[src/rtl/clock_alarm.sv]
// Free-running counter with NUM_ALARMS wrap-safe compare channels, a STATUS/IRQ_MASK pair
// and a single-cycle-ack wishbone register port.
//
// Alarm channel FSM (one instance per compare channel):
//   state | meaning
//   IDLE  | channel disarmed, never fires
//   ARMED | fires once the counter has reached COMPARE[n], then drops back to IDLE
module clock_alarm #(
  parameter int WIDTH      = 32,
  parameter int NUM_ALARMS = 4
) (
  input  logic                  clk,
  input  logic                  rst,
  input  logic                  wb_stb_i,
  input  logic                  wb_cyc_i,
  input  logic                  wb_we_i,
  input  logic [3:0]            wb_adr_i,
  input  logic [31:0]           wb_dat_i,
  output logic [31:0]           wb_dat_o,
  output logic                  wb_ack_o,
  output logic [WIDTH-1:0]      counter,
  output logic [NUM_ALARMS-1:0] alarm_pulse,
  output logic                  irq
);

  typedef enum logic {IDLE, ARMED} alarm_state_e;

  localparam logic [3:0] ADR_COUNTER = 4'd0;
  localparam logic [3:0] ADR_CTRL    = 4'd1;
  localparam logic [3:0] ADR_STATUS  = 4'd2;
  localparam logic [3:0] ADR_MASK    = 4'd3;

  logic                  req;
  logic                  wr;
  logic                  count_en;
  logic [NUM_ALARMS-1:0] status_q;
  logic [NUM_ALARMS-1:0] irq_mask_q;
  logic [NUM_ALARMS-1:0] status_clr;
  logic [NUM_ALARMS-1:0] arm;
  logic [NUM_ALARMS-1:0] fire;
  logic [WIDTH-1:0]      cmp_q [NUM_ALARMS];
  alarm_state_e          state_q [NUM_ALARMS];
  alarm_state_e          state_d [NUM_ALARMS];
  logic [31:0]           rd_data;
  logic                  unused_dat;

  assign req = wb_stb_i & wb_cyc_i & ~wb_ack_o;
  assign wr  = req & wb_we_i;

  // Upper write-data bits are dropped when WIDTH or NUM_ALARMS is narrower than the bus.
  assign unused_dat = ^wb_dat_i;

  always_comb begin
    arm        = '0;
    status_clr = '0;
    if (wr && wb_adr_i == ADR_STATUS) status_clr = wb_dat_i[NUM_ALARMS-1:0];
    for (int n = 0; n < NUM_ALARMS; n++) begin
      if (wr && wb_adr_i == 4'(n + 4)) arm[n] = 1'b1;
    end
  end

  // "Reached" is the MSB of the modular difference being clear, which stays correct across wrap.
  always_comb begin
    for (int n = 0; n < NUM_ALARMS; n++) begin
      state_d[n] = state_q[n];
      fire[n]    = 1'b0;
      case (state_q[n])
        IDLE: begin
          if (arm[n]) state_d[n] = ARMED;
        end
        ARMED: begin
          if (((counter - cmp_q[n]) >> (WIDTH - 1)) == '0) begin
            fire[n]    = 1'b1;
            state_d[n] = IDLE;
          end
          if (arm[n]) state_d[n] = ARMED;
        end
        default: state_d[n] = IDLE;
      endcase
    end
  end

  always_ff @(posedge clk) begin
    for (int n = 0; n < NUM_ALARMS; n++) begin
      if (rst) state_q[n] <= IDLE;
      else     state_q[n] <= state_d[n];
    end
  end

  always_comb begin
    rd_data = '0;
    case (wb_adr_i)
      ADR_COUNTER: rd_data[WIDTH-1:0]      = counter;
      ADR_CTRL:    rd_data[0]              = count_en;
      ADR_STATUS:  rd_data[NUM_ALARMS-1:0] = status_q;
      ADR_MASK:    rd_data[NUM_ALARMS-1:0] = irq_mask_q;
      default: begin
        for (int n = 0; n < NUM_ALARMS; n++) begin
          if (wb_adr_i == 4'(n + 4)) rd_data[WIDTH-1:0] = cmp_q[n];
        end
      end
    endcase
  end

  always_ff @(posedge clk) begin
    if (rst) begin
      wb_ack_o    <= 1'b0;
      wb_dat_o    <= '0;
      counter     <= '0;
      count_en    <= 1'b1;
      status_q    <= '0;
      irq_mask_q  <= '0;
      alarm_pulse <= '0;
      irq         <= 1'b0;
      for (int n = 0; n < NUM_ALARMS; n++) cmp_q[n] <= '0;
    end else begin
      wb_ack_o <= req;
      wb_dat_o <= req ? rd_data : '0;

      if (wr && wb_adr_i == ADR_COUNTER) counter <= wb_dat_i[WIDTH-1:0];
      else if (count_en)                 counter <= counter + WIDTH'(1);

      if (wr && wb_adr_i == ADR_CTRL) count_en   <= wb_dat_i[0];
      if (wr && wb_adr_i == ADR_MASK) irq_mask_q <= wb_dat_i[NUM_ALARMS-1:0];

      // A fire in the same cycle as a write-1-to-clear keeps the bit set.
      status_q    <= (status_q & ~status_clr) | fire;
      alarm_pulse <= fire;
      irq         <= |(status_q & irq_mask_q);

      for (int n = 0; n < NUM_ALARMS; n++) begin
        if (arm[n]) cmp_q[n] <= wb_dat_i[WIDTH-1:0];
      end
    end
  end

endmodule

[config.mk]
export PLATFORM = sky130hd
export DESIGN_NAME = clock_alarm
export DESIGN_NICKNAME = d
export VERILOG_FILES = /design/src/rtl/clock_alarm.sv
export SDC_FILE = /design/constraint.sdc
export NUM_CORES = 1
export LEC_CHECK = 0
export CORE_MARGIN = 1.5
export CORE_UTILIZATION = 42
export CTS_BUF_LIST = sky130_fd_sc_hd__clkbuf_2
export CTS_CLUSTER_DIAMETER = 40
export DETAILED_ROUTE_END_ITERATION = 16
export PLACE_DENSITY = 0.64
export SKIP_LAST_GASP = 1
export SLEW_MARGIN = 20
export SYNTH_ARGS = -nofsm -noshare
export SYNTH_HDL_FRONTEND = slang
export SYNTH_SLANG_ARGS = --single-unit
[constraint.sdc]
create_clock -name clk -period 9.95 [get_ports clk]
set_input_delay 1.4925 -clock clk [delete_from_list [all_inputs] [get_ports clk]]
set_output_delay 1.4925 -clock clk [all_outputs]
set_load 0.005 [all_outputs]
==> metrics.yaml <==
outcome:
  status: "complete, no violations"
synthesis:
  netlist_area_mm2: 0.0119
  avgSynthCellArea_um2: 9.87
  synth_cell_type_count: 47
  synthFlopType: "edfxtp_1"
  synth_edf_count: 128
  synthArstFlopShare: 0
  ys_seq_area_frac: 0.464
  synth_cells: 1202
  synth-seq-cells: 211
  ys_warn_count: 0
  synth_nets: 1364
cts:
  cts-root-buf: "clkbuf_2"
  cts_tree: "built"
  cts_setup_buffers: 0
  clk_path_buf_depth: 3
  postCtsHoldBufs: 0
  cts.sinks: 211
  htree_num_levels: 2
  cts_made_buffers: 56
  path_clk_slew_ns: 0.10
  cts.repair.resized: 0
  clk_latency_ns: 0.89
die:
  die_w_um: 171
  rows: 61
  dieArea_mm2: 0.0293
  die_h_um: 171
  coreArea_mm2: 0.0278
  initial_core_util: 0.427
  io_pins: 111
sta:
  hold_violations: 0
  period_needed_ns: 4.00
  fin_tns_setup_ns: 0
  setup_violations: 0
  fin_crit_sh: 0.402
  rsz0062_at_grt: "no"
  tightest_slew_ns: 1.02
  relSlewSlack: 0.319
  fmax_mhz: 250
  hold_ws_ns: 0.495
  slew_viol_final: 0
  skew_ns: 0.113
drt:
  drt_pass1_iterations: 5
  wl_per_cell_um: 19.3
  viasPerCell: 5.59
  drt_iter0_drc: 916
  vias: 9751
  drc_errors: 0
  postRouteAntennaNets: 0
  routed_wirelength_um: 33700
setup_path:
  cp_top_family: "buffers and inverters"
  crit_buf_inv: 2
  path_max_fanout: 59
  crit_type: "in2reg"
  critPathLaunchType: "primary input"
  cp.arrival_ns: 4.40
  r2r_cells: 4
  worstPathRequired_ns: 10.36
  slowest_stage: "a31o_2"
  worst-r2r-setup-slack_ns: 7.09
  timing.rr.end: "cmp_q[2][19]"
  critPathMaxStageDelay_ns: 0.93
  r2r_start: "wb_ack_o"
  end_kind: "register"
  crit_path_cell_trace: "clkdlybuf4s50_1 -> nand2b_1 -> nor3b_4 -> buf_4 -> a31o_2"
global_route:
  grt_pass1_vias: 9609
  grt_max_degree: 133
  antenna_found_initial: 1
  grt_first_pass_wirelength_um: 52600
  grt_overflow: 0
  global_route.usage.total: 0.235
placement:
  routabilityCongestion: 0.840
  dpl.hpwl_um: 22200
  numPortBuffers: 110
  dp_cells: 1639
hold_path:
  min_to: "alarm_pulse[1]"
  min_path_type: "reg2reg"
  worstHoldStart: "state_q[1]"
  holdPathStages: 2
layout:
  drive_gt1_frac: 0.102
  fin_util: 0.501
  nets: 1481
  fillers: 2591
  area_delta_synth_final_pct: 17.2
  stdcell_count: 1744
power_and_ir_drop:
  p_per_area_mw_per_mm2: 126
  ir_drop_mv: 0.0515
  power.leakage_nw: 6.10
flow_run:
  cap_violations: 0
worst max path at each step:
stage | startpoint | to | slack, ns | depth (start not counted)
after CTS | wb_adr_i[2] | cmp_q[1][22] | 6.02 | 5
final | wb_adr_i[2] | cmp_q[1][20] | 5.95 | 5
after floorplan | wb_adr_i[0] | cmp_q[0][0] | 5.00 | 5
after global routing | wb_adr_i[2] | cmp_q[1][22] | 5.85 | 5
after detailed placement | wb_adr_i[2] | cmp_q[1][20] | 5.16 | 5
after global placement | wb_adr_i[2] | cmp_q[1][20] | 5.22 | 5
report_power, final:
| group | total [mW] | switching [mW] | internal [mW] | leakage, nW |
|---|---|---|---|---|
| registers | 0.970 | 0.0207 | 0.949 | 1.97 |
| logic | 0.154 | 0.0966 | 0.0574 | 3.71 |
| clock network | 0.632 | 0.362 | 0.270 | 0.417 |
state kept, by name, summed over array words and instances, names as in the netlist:
name and count:
irq 1, state_q 4, status_q 4, counter 32
alarm_pulse 4, wb_ack_o 1, irq_mask_q 4, wb_dat_o 32
count_en 1, cmp_q 128
synth_stat cells, types with 8 or more instances:
cell | number | share of area
and3_1 | 138 | 0.073
edfxtp_1 | 128 | 0.32
inv_1 | 123 | 0.039
ha_1 | 121 | 0.13
nand2_1 | 86 | 0.027
dfxtp_1 | 83 | 0.14
nor2_1 | 70 | 0.022
a21oi_1 | 62 | 0.026
a22oi_1 | 59 | 0.037
clkbuf_1 | 59 | 0.019
a31oi_1 | 33 | 0.017
a211oi_1 | 30 | 0.019
nand4_1 | 29 | 0.015
o21ai_0 | 29 | 0.012
nand3_1 | 22 | 0.0093
xor2_1 | 21 | 0.015
xnor2_1 | 14 | 0.010
a21o_1 | 8 | 0.0051
nor3_1 | 8 | 0.0034
cell usage in the layout, fill, tap and decap left out, drive strengths merged, types with 6 or more instances in the layout:
| cell type | Yosys | final |
|---|---|---|
| nand3 | 22 | 22 |
| inv | 123 | 123 |
| dfxtp | 83 | 83 |
| clkinv | 1 | 9 |
| ha | 121 | 121 |
| nand4 | 31 | 31 |
| nor2 | 70 | 70 |
| buf | 5 | 14 |
| xor2 | 21 | 21 |
| xnor2 | 14 | 14 |
| nand2b | 6 | 6 |
| clkdlybuf4s50 | 0 | 109 |
| nand2 | 88 | 88 |
| a21o | 8 | 8 |
| edfxtp | 128 | 128 |
| mux2i | 6 | 6 |
| a21oi | 62 | 62 |
| o21ai | 29 | 29 |
| nor2b | 6 | 6 |
| a211oi | 30 | 30 |
| and3 | 140 | 140 |
| a22oi | 59 | 59 |
| nor3 | 9 | 9 |
| clkbuf | 59 | 94 |
| a31oi | 33 | 33 |
layout make-up:
type                    count  area (um2)  share of cell area
inverters                 124         465              0.0335
multi-input cells         803        5740               0.412
clock inverters             9        60.1             0.00432
well taps                 378         473              0.0340
repair buffers            123        1200              0.0861
clock buffers              94         470              0.0338
flip-flops and latches    211        5510               0.396
diodes                      2        5.00            0.000360
worst min-delay path, stage by stage (launching register included):
cell and delay, ns:
dfxtp_1 0.32, nand2_1 0.07, nor2b_1 0.05
stage by stage:
step                setup WS, ns  total power [mW]  instance area, um2
finish                      5.95              1.76               13900
global route                5.85              1.84               13900
CTS                         6.02              1.77               13900
detailed placement          5.16              1.14               13400
global placement            5.22              1.14               13400
floorplan                   5.00              1.07               11900
metal layers:
metal / vias up / track usage / part of all wire
met5: - / 0 / 0
met4: 0 / 0.0866 / 0.026
met3: 60 / 0.0391 / 0.063
met2: 328 / 0.372 / 0.45
met1: 4698 / 0.324 / 0.46
li1: 4665 / - / -
cells by family (layout without fill, tap and decap cells):
family          Yosys count  in the layout  synth area share
mux                      13             13            0.0155
fa+ha+maj               121            121             0.128
compound gates          246            246             0.135
simple gates            388            388             0.173
other cells               0              2                 0
buf+inv                 188            350            0.0599
flops                   211            211             0.464
xor+xnor                 35             35            0.0258
Note: power is estimated with default switching activity, not from simulation.
